### src/rtl/sc_gamestatus_keeper_pkg.sv
// Shared definitions for the game-status keeper: FSM state encoding,
// command codes from the main game FSM, default counter limits and
// saturating 4-bit counter helpers.
package sc_gamestatus_keeper_pkg;

    typedef enum logic [1:0] {
        ST_PLAY     = 2'd0,
        ST_GAMEOVER = 2'd1,
        ST_WIN      = 2'd2
    } state_t;

    // NEXTLEVEL command codes
    localparam logic [3:0] NL_IDLE    = 4'd0;
    localparam logic [3:0] NL_ADVANCE = 4'd1;
    localparam logic [3:0] NL_CLEAR   = 4'd2;
    localparam logic [3:0] NL_WIN     = 4'd3;

    // RESETLEVEL command codes
    localparam logic [2:0] RL_NONE    = 3'd0;
    localparam logic [2:0] RL_RESPAWN = 3'd1;
    localparam logic [2:0] RL_LOSE    = 3'd2;

    localparam int unsigned LIVES_INIT_DEF = 3;
    localparam int unsigned LIVES_MAX_DEF  = 9;
    localparam int unsigned LEVEL_MAX_DEF  = 3;
    localparam int unsigned HOUSES_W_DEF   = 8;

    function automatic logic [3:0] sat_inc4(input logic [3:0] v, input logic [3:0] lim);
        return (v >= lim) ? v : v + 4'd1;
    endfunction

    function automatic logic [3:0] sat_dec4(input logic [3:0] v);
        return (v == 4'd0) ? v : v - 4'd1;
    endfunction

endpackage

### src/rtl/sc_gamestatus_keeper_risedet.sv
// Single-bit rising-edge detector. The rise output is combinational from
// the current input and the registered previous value.
module sc_gamestatus_risedet (
    input  logic clk,
    input  logic rst,
    input  logic d,
    output logic rise
);

    logic prev;

    // Remember last cycle's input; cleared on reset so a level held high
    // through reset looks like a fresh rise afterwards.
    always_ff @(posedge clk or posedge rst) begin
        if (rst) prev <= 1'b0;
        else     prev <= d;
    end

    assign rise = d & ~prev;

endmodule

### src/rtl/sc_gamestatus_keeper.sv
// Game-status keeper: owns lives, level and filled-houses registers fed
// back to the main game FSM, and issues frog-respawn / game-over / win.
// Optional build macro SC_GAMESTATUS_BONUSLIFE_EN: every level-up also
// awards a life (saturating at LIVES_MAX).
module sc_gamestatus_keeper
    import sc_gamestatus_keeper_pkg::*;
#(
    parameter int unsigned LIVES_INIT = LIVES_INIT_DEF,
    parameter int unsigned LIVES_MAX  = LIVES_MAX_DEF,
    parameter int unsigned LEVEL_MAX  = LEVEL_MAX_DEF,
    parameter int unsigned HOUSES_W   = HOUSES_W_DEF
) (
    input  logic                SC_STATEMACHINEPRINCIPAL_CLOCK_50,
    input  logic                SC_STATEMACHINEPRINCIPAL_RESET_InHigh,
    input  logic [3:0]          NEXTLEVEL_In,
    input  logic [2:0]          RESETLEVEL_In,
    input  logic                LIVEOUT_In,
    input  logic                LEVELOUT_In,
    input  logic [HOUSES_W-1:0] LEVELOR_In,
    input  logic                START_In,
    output logic [3:0]          LIVECOUNT_Out,
    output logic [3:0]          LEVELCOUNT_Out,
    output logic [HOUSES_W-1:0] HOUSES_Out,
    output logic                FROGRESPAWN_Out,
    output logic                GAMEOVER_Out,
    output logic                WIN_Out
);

    localparam logic [3:0] LIVES_INIT_V = 4'(LIVES_INIT);
    localparam logic [3:0] LEVEL_MAX_V  = 4'(LEVEL_MAX);
`ifdef SC_GAMESTATUS_BONUSLIFE_EN
    localparam logic [3:0] LIVES_MAX_V  = 4'(LIVES_MAX);
`endif

    logic clk;
    logic rst;
    assign clk = SC_STATEMACHINEPRINCIPAL_CLOCK_50;
    assign rst = SC_STATEMACHINEPRINCIPAL_RESET_InHigh;

    logic rise_live;
    logic rise_level;
    logic rise_start;

    sc_gamestatus_risedet u_rise_live (
        .clk (clk), .rst (rst), .d (LIVEOUT_In),  .rise (rise_live)
    );
    sc_gamestatus_risedet u_rise_level (
        .clk (clk), .rst (rst), .d (LEVELOUT_In), .rise (rise_level)
    );
    sc_gamestatus_risedet u_rise_start (
        .clk (clk), .rst (rst), .d (START_In),    .rise (rise_start)
    );

    state_t              state, state_next;
    logic [3:0]          lives, lives_next;
    logic [3:0]          level, level_next;
    logic [HOUSES_W-1:0] houses, houses_next;
    logic                respawn, respawn_next;
    logic                gameover, win;
    logic                life_lost;

    // State and all output registers; flags follow the next state so they
    // are asserted in the same cycle the FSM enters GAMEOVER/WIN.
    always_ff @(posedge clk or posedge rst) begin
        if (rst) begin
            state    <= ST_PLAY;
            lives    <= LIVES_INIT_V;
            level    <= 4'd0;
            houses   <= '0;
            respawn  <= 1'b0;
            gameover <= 1'b0;
            win      <= 1'b0;
        end else begin
            state    <= state_next;
            lives    <= lives_next;
            level    <= level_next;
            houses   <= houses_next;
            respawn  <= respawn_next;
            gameover <= (state_next == ST_GAMEOVER);
            win      <= (state_next == ST_WIN);
        end
    end

    // Next-state and counter updates. LOSE and WIN commands freeze every
    // counter; otherwise life, level and houses updates apply together.
    always_comb begin
        state_next   = state;
        lives_next   = lives;
        level_next   = level;
        houses_next  = houses;
        respawn_next = 1'b0;
        life_lost    = 1'b0;
        case (state)
            ST_PLAY: begin
                if (RESETLEVEL_In == RL_LOSE) begin
                    state_next = ST_GAMEOVER;
                end else if (NEXTLEVEL_In == NL_WIN) begin
                    state_next = ST_WIN;
                end else begin
                    life_lost = rise_live && (RESETLEVEL_In == RL_NONE);
                    if (rise_live && (RESETLEVEL_In == RL_NONE || RESETLEVEL_In == RL_RESPAWN))
                        respawn_next = 1'b1;
                    if (rise_level)
                        level_next = sat_inc4(level, LEVEL_MAX_V);
`ifdef SC_GAMESTATUS_BONUSLIFE_EN
                    // A bonus life and a lost life in the same cycle cancel.
                    if (rise_level && !life_lost)
                        lives_next = sat_inc4(lives, LIVES_MAX_V);
                    else if (life_lost && !rise_level)
                        lives_next = sat_dec4(lives);
`else
                    if (life_lost)
                        lives_next = sat_dec4(lives);
`endif
                    houses_next = (NEXTLEVEL_In == NL_CLEAR) ? '0 : LEVELOR_In;
                end
            end
            default: begin
                if (rise_start) begin
                    state_next  = ST_PLAY;
                    lives_next  = LIVES_INIT_V;
                    level_next  = 4'd0;
                    houses_next = '0;
                end
            end
        endcase
    end

    assign LIVECOUNT_Out   = lives;
    assign LEVELCOUNT_Out  = level;
    assign HOUSES_Out      = houses;
    assign FROGRESPAWN_Out = respawn;
    assign GAMEOVER_Out    = gameover;
    assign WIN_Out         = win;

endmodule
### config.mk
export PLATFORM = sky130hd
export DESIGN_NAME = sc_gamestatus_keeper
export DESIGN_NICKNAME = d
export VERILOG_FILES = /design/src/rtl/sc_gamestatus_keeper_pkg.sv /design/src/rtl/sc_gamestatus_keeper_risedet.sv /design/src/rtl/sc_gamestatus_keeper.sv
export SDC_FILE = /design/constraint.sdc
export NUM_CORES = 1
export LEC_CHECK = 0
export ABC_AREA = 1
export ABC_CLOCK_PERIOD_IN_PS = 1980
export CORE_MARGIN = 5
export CORE_UTILIZATION = 48
export CTS_CLUSTER_SIZE = 25
export DETAILED_ROUTE_END_ITERATION = 16
export HOLD_SLACK_MARGIN = 0.06
export PLACE_DENSITY_LB_ADDON = 0.25
export SETUP_SLACK_MARGIN = 0.15
export SLEW_MARGIN = 20
export SYNTH_ARGS = -nofsm -noshare
export SYNTH_HDL_FRONTEND = slang
export SYNTH_SLANG_ARGS = --single-unit
### constraint.sdc
create_clock -name SC_STATEMACHINEPRINCIPAL_CLOCK_50 -period 1.98 [get_ports SC_STATEMACHINEPRINCIPAL_CLOCK_50]
set_input_delay 0.396 -clock SC_STATEMACHINEPRINCIPAL_CLOCK_50 [delete_from_list [all_inputs] [get_ports SC_STATEMACHINEPRINCIPAL_CLOCK_50]]
set_output_delay 0.396 -clock SC_STATEMACHINEPRINCIPAL_CLOCK_50 [all_outputs]
set_load 0.05 [all_outputs]
==> results of run 1 <==
## stage by stage
step	instance area [sq um]	hold slack [ns]	std cells	utilization (%)	worst slack, ns
after global placement	1600	0.464	207	66.3	0.279
after floorplan	1180	0.409	138	-	0.377
after global routing	1630	0.438	211	67.7	0.219
after CTS	1630	0.414	211	67.7	0.271
after detailed placement	1600	0.479	207	66.3	0.256
final	1630	0.400	211	67.7	0.293
## power by group
| part | leakage, nW | switching [mW] | total [mW] | internal [mW] |
|---|---|---|---|---|
| Clock | 0.0279 | 0.150 | 0.354 | 0.205 |
| Combinational | 0.555 | 0.712 | 1.02 | 0.309 |
| Sequential | 0.305 | 0.0917 | 0.712 | 0.620 |
## placed cells by master, fill, tap and decap left out, drive strengths merged, types with 2 or more instances in the layout
| master | n |
|---|---|
| nand3 | 17 |
| dlygate4sd2 | 16 |
| nor2 | 17 |
| inv | 19 |
| nor2b | 2 |
| nand2 | 48 |
| buf | 5 |
| o21ai | 2 |
| clkbuf | 3 |
| ha | 2 |
| dfrtp | 22 |
| dfstp | 2 |
| clkdlybuf4s50 | 19 |
## what timing repair did
item                       CTS  global route
setup buffers                0             0
resized for setup           16             0
setup endpoints to repair   16             0
## sequential cells by signal, summed over array words and instances, names as in the netlist
signal,count
LEVELCOUNT_Out,4
u_rise_level.prev,1
LIVECOUNT_Out,4
u_rise_start.prev,1
HOUSES_Out,8
WIN_Out,1
u_rise_live.prev,1
GAMEOVER_Out,1
state,2
FROGRESPAWN_Out,1
## worst min-delay path by stage
stage / endpoint / slack (ns) / depth (start not counted)
6_report: HOUSES_Out[0] / 0.40 / 3
4_1_cts: HOUSES_Out[0] / 0.41 / 3
5_1_grt: HOUSES_Out[0] / 0.44 / 3
3_3_place_gp: HOUSES_Out[0] / 0.46 / 2
2_1_floorplan: FROGRESPAWN_Out / 0.41 / 1
3_5_place_dp: LIVECOUNT_Out[0] / 0.48 / 2
## kinds of logic after synthesis
| group | Yosys count | synth area share (%) |
|---|---|---|
| flip-flops | 24 | 51.0 |
| adder cells (fa/ha/maj) | 2 | 2.11 |
| buffers and inverters | 20 | 6.98 |
| AO/OA/AOI/OAI | 5 | 4.55 |
| AND/OR/NAND/NOR | 87 | 35.4 |
## worst reg2reg max path, delay by kind of cell, from the launching register on
kind          cells  cell delay [ns]
simple gates      6             0.58
fa+ha+maj         1             0.21
flops             1             0.58
buf+inv           1             0.06
## cell usage after synthesis (2+ instances only)
cell and instances:
nand2_1 46, dfrtp_1 22, inv_1 16, nand3_1 14, nor2_1 13, inv_2 3, nor2_4 3, dfstp_2 2
ha_1 2, nand3_2 2, nor2b_1 2
## metal layers
metal  routed length [um]  global-route usage [%]  part of all wire (%)
met1                 1000                    20.1                    39
met2                 1400                    27.0                    54
met3                  147                    4.32                   5.7
met4                   46                    6.33                   1.8
met5                    0                       0                     0
## layout make-up
cell class,count,share of cell area (%)
multi-input combinational,94,30.5
timing repair buffer,40,22.6
clock inverter,1,1.84
sequential,24,37.0
clock buffer,3,1.38
inverter,19,4.37
tap,30,2.30
==> flow_metrics.env, run 1 <==
export IMPL_netlist_instances=138
export IMPL_multi_input_area_sq_um=498
export IMPL_fill_cells=216
export IMPL_clk_path_buf_depth=2
export IMPL_hold_path_class="in -> async"
export IMPL_start_util_pct=49.1
export IMPL_ctsHtreeMaxLevel=1
export IMPL_clock_fmax_ghz=0.593
export IMPL_ir_drop_mv=0.890
export IMPL_place_congestion=0.846
export IMPL_relSlewSlack_pct=66.1
export IMPL_reg2reg_slack_ns=0.48
export IMPL_startpoint_type="flop"
export IMPL_setup_viol_count_final=0
export IMPL_cp_depth=1
export IMPL_antenna_left=0
export IMPL_grt_pass1_wl_mm=4.43
export IMPL_crit_start="LEVELCOUNT_Out[0]"
export IMPL_yosys_top_cells_area="dfrtp_1 47%, nand2_1 15%, nand3_1 5.9%, inv_1 5.1%, dfstp_2 4.4%"
export IMPL_synthArstFlopShare_pct=100
export IMPL_vias_per_cell=4.80
export IMPL_maxCapViolCount=0
export IMPL_io_buffers=38
export IMPL_reg2reg_depth=8
export IMPL_drc_errors=0
export IMPL_antenna_cells=0
export IMPL_crit_fanout=4
export IMPL_required_ns=1.58
export IMPL_status="finished clean"
export IMPL_clockRootBuffer="clkbuf_4"
export IMPL_synth_seq_area_share_pct=51.0
export IMPL_synth_cell_type_count=24
export IMPL_cts_made_buffers=3
export IMPL_synth_seq_cells=24
export IMPL_power_density_nw_per_um2=1280
export IMPL_yosysWarnings=0
export IMPL_cpPeakStageDelay_ns=0.55
export IMPL_hpwl_mm=2.09
export IMPL_synthFlopType="dfrtp_1"
export IMPL_maxSlewViolCount=0
export IMPL_p_leak_nw=0.888
export IMPL_fin_crit_ns=1.69
export IMPL_insertion_delay_ns=0.31
export IMPL_first_pass_iters=4
export IMPL_period_share_pct=85.2
export IMPL_skew_ns=0.00963
export IMPL_crit_buf_inv=1
export IMPL_r2r_end="LIVECOUNT_Out[2]"
export IMPL_die_area_sq_um=3560
export IMPL_cp_arrival_ns=1.29
export IMPL_hold_buffers=0
export IMPL_grt_setup_unrepaired="false"
export IMPL_die_y_um=59.7
export IMPL_fp_coreArea_sq_um=2410
export IMPL_grt_pass1_vias=1046
export IMPL_cts_tree="built"
export IMPL_worstMarginPinSlew_ns=0.511
export IMPL_synth_top_area_share_pct=46.5
export IMPL_fin_nets=204
export IMPL_reg2reg_from="LIVECOUNT_Out[0]"
export IMPL_track_usage_pct=16.3
export IMPL_antenna_found_initial=0
export IMPL_hold_violations=0
export IMPL_clock_sinks=24
export IMPL_endpoint="LEVELCOUNT_Out[0]"
export IMPL_grt_max_degree=25
export IMPL_drive_gt1_share_pct=14.4
export IMPL_regArea_sq_um=603
export IMPL_wl_per_cell_um=12.3
export IMPL_netlist_area_sq_um=1180
export IMPL_clk_pin_slew_ns=0.14
export IMPL_rows=18
export IMPL_syn_avg_cell_area_sq_um=8.58
export IMPL_synth_edf_count=0
export IMPL_grt_ovfl_total=0
export IMPL_ios=39
export IMPL_fin_tns_setup_ns=0
export IMPL_vias=1013
export IMPL_synth_fp_nets=160
export IMPL_area_growth_pct=37.7
export IMPL_endpoint_kind="output port"
export IMPL_yosysTopAreaCell="dfrtp_1"
export IMPL_drtIter0Drc=15
export IMPL_crit_type="reg -> out"
export IMPL_drt_total_wl_mm=2.60
export IMPL_slowest_stage="dlygate4sd2_1"
export IMPL_p_total_mw=2.09
export IMPL_die_w_um=59.7
export IMPL_cp_top_family="buffers and inverters"
export IMPL_cp_cell_sequence="dlygate4sd2_1"
Power figures use the tool's default switching activity.
==> inputs of run 2 (changes only) <==
--- a/config.mk
+++ b/config.mk
@@ -9,6 +9,7 @@
 export ABC_CLOCK_PERIOD_IN_PS = 1980
 export CORE_MARGIN = 5
 export CORE_UTILIZATION = 48
+export CTS_CLUSTER_DIAMETER = 200
 export CTS_CLUSTER_SIZE = 25
 export DETAILED_ROUTE_END_ITERATION = 16
 export HOLD_SLACK_MARGIN = 0.06
==> results of run 2 <==
The final DEF is identical to that of run 1; final timing and power are the same.
==> inputs of run 3 (changes only) <==
--- a/config.mk
+++ b/config.mk
@@ -7,7 +7,7 @@
 export LEC_CHECK = 0
 export ABC_AREA = 1
 export ABC_CLOCK_PERIOD_IN_PS = 1980
-export CORE_MARGIN = 5
+export CORE_MARGIN = 10
 export CORE_UTILIZATION = 48
 export CTS_CLUSTER_DIAMETER = 200
 export CTS_CLUSTER_SIZE = 25
@@ -15,7 +15,7 @@
 export HOLD_SLACK_MARGIN = 0.06
 export PLACE_DENSITY_LB_ADDON = 0.25
 export SETUP_SLACK_MARGIN = 0.15
-export SLEW_MARGIN = 20
+export SLEW_MARGIN = 10
 export SYNTH_ARGS = -nofsm -noshare
 export SYNTH_HDL_FRONTEND = slang
 export SYNTH_SLANG_ARGS = --single-unit
==> run 3 against run 2 <==
Net effect: clock-buffer cell count increased by 1; wire length increased by 10%; cell area decreased by 1.7%; critical endpoint unchanged; largest cell class unchanged; highest routed layer unchanged.
==> flow_metrics.env, run 3 (same netlist as run 1, synthesis figures left out) <==
export IMPL_status="finished clean"
export IMPL_r2r_end="LIVECOUNT_Out[3]"
export IMPL_clockRootBuffer="clkbuf_4"
export IMPL_ios=39
export IMPL_antenna_found_initial=0
export IMPL_grt_pass1_wl_mm=5.07
export IMPL_startpoint_type="flop"
export IMPL_worstMarginPinSlew_ns=0.512
export IMPL_reg2reg_depth=8
export IMPL_rows=17
export IMPL_comb_power_share_pct=51.5
export IMPL_first_pass_iters=7
export IMPL_reg2reg_from="LIVECOUNT_Out[0]"
export IMPL_hold_path_class="in -> async"
export IMPL_area_growth_pct=35.4
export IMPL_maxCapViolCount=0
export IMPL_met3_usage_pct=2.57
export IMPL_slowest_stage="dlygate4sd2_1"
export IMPL_seqPwrFrac_pct=35.8
export IMPL_endpoint="LEVELCOUNT_Out[0]"
export IMPL_mostFrequentLayoutCells="46 x nand2_1, 22 x dfrtp_1, 19 x clkdlybuf4s50_1"
export IMPL_antenna_cells=0
export IMPL_setup_viol_count_final=0
export IMPL_hold_buffers=0
export IMPL_grt_pass1_vias=1090
export IMPL_die_w_um=69.7
export IMPL_whs_ns=0.425
export IMPL_cp_depth=1
export IMPL_ir_drop_mv=0.952
export IMPL_vias=1036
export IMPL_fin_nets=203
export IMPL_cp_top_family="buffers and inverters"
export IMPL_grt_setup_unrepaired="false"
export IMPL_clk_path_buf_depth=2
export IMPL_die_y_um=69.7
export IMPL_hold_violations=0
export IMPL_required_ns=1.58
export IMPL_endpoint_kind="output port"
export IMPL_insertion_delay_ns=0.31
export IMPL_drc_errors=0
export IMPL_clk_pin_slew_ns=0.13
export IMPL_power_density_nw_per_um2=1250
export IMPL_top_usage_layer="met2"
export IMPL_hpwl_mm=2.34
export IMPL_crit_fanout=4
export IMPL_crit_start="LEVELCOUNT_Out[0]"
export IMPL_postCtsSetupBuffers=0
export IMPL_fp_coreArea_sq_um=2280
export IMPL_antenna_left=0
export IMPL_period_share_pct=86.2
export IMPL_reg2reg_slack_ns=0.45
export IMPL_skew_ns=0.00473
export IMPL_clockPowerShare_pct=12.8
export IMPL_use_met2_pct=22.1
export IMPL_largest_reg_flops=8
export IMPL_p_sw_uw=960
export IMPL_clock_fmax_ghz=0.586
export IMPL_place_congestion=0.775
export IMPL_final_common_cell="nand2_1"
export IMPL_start_util_pct=52.0
export IMPL_cts_tree="built"
export IMPL_grt_max_degree=25
export IMPL_track_usage_pct=12.1
export IMPL_drt_total_wl_mm=2.87
export IMPL_fin_tns_setup_ns=0
export IMPL_drtIter0Drc=35
export IMPL_maxSlewViolCount=0
export IMPL_netSwitchingFraction_pct=48.1
export IMPL_cts_resized_gates=15
export IMPL_p_total_mw=2.00
export IMPL_cpPeakStageDelay_ns=0.56
export IMPL_p_int_mw=1.04
export IMPL_grt_ovfl_total=0
export IMPL_drive_gt1_share_pct=14.4
export IMPL_p_leak_nw=0.874
export IMPL_use_met1_pct=13.6
export IMPL_fill_cells=197
export IMPL_vias_per_cell=4.98
export IMPL_die_area_sq_um=4850
export IMPL_cts_made_buffers=3
export IMPL_relSlewSlack_pct=66.0
export IMPL_clock_sinks=24
export IMPL_io_buffers=38
export IMPL_crit_type="reg -> out"
export IMPL_fin_crit_ns=1.71
export IMPL_cp_arrival_ns=1.31
export IMPL_ctsHtreeMaxLevel=1
export IMPL_crit_buf_inv=1
export IMPL_wl_per_cell_um=13.8
export IMPL_cp_cell_sequence="dlygate4sd2_1"
-- run 3: area by class of cell --
cell class / count / area (sq um) / area share, %
clock buffer: 4 / 36.3 / 2.26
inverter: 19 / 71.3 / 4.45
multi-input combinational: 94 / 498 / 31.1
sequential: 24 / 603 / 37.6
tap: 28 / 35.0 / 2.19
timing repair buffer: 39 / 359 / 22.4
-- run 3: metrics by stage --
step                      cells  utilization (%)  worst slack (ns)  instance area (sq um)
after floorplan             138                -             0.377                   1180
after global placement      204             69.7             0.181                   1590
after detailed placement    204             69.7             0.122                   1590
after CTS                   208             70.4             0.243                   1600
after global routing        208             70.4             0.211                   1600
final                       208             70.4             0.274                   1600
-- run 3: tightest hold or removal path: stages --
cell and delay (ns):
clkdlybuf4s50_1 0.40, inv_1 0.05, buf_4 0.29
-- run 3: worst min path at each step --
stage               slack (ns)                 to
finish                    0.43  LEVELCOUNT_Out[2]
global route              0.48  LEVELCOUNT_Out[2]
CTS                       0.43  LEVELCOUNT_Out[2]
detailed placement        0.47      HOUSES_Out[0]
global placement          0.46      HOUSES_Out[5]
floorplan                 0.41    FROGRESPAWN_Out
-- run 3: power groups by stage --
stage	logic (mW)	clock network [mW]	registers [mW]
2_1_floorplan	0.380	0	1.09
3_3_place_gp	1.06	0	0.717
5_1_grt	1.12	0.280	0.730
6_report	1.03	0.255	0.714
3_5_place_dp	1.09	0	0.727
4_1_cts	1.04	0.261	0.715
-- run 3: metal layers --
| layer | wire, um | up-vias |
|---|---|---|
| li1 | - | 512 |
| met1 | 1260 | 490 |
| met2 | 1450 | 30 |
| met3 | 126 | 4 |
| met4 | 32 | 0 |
| met5 | 0 | - |
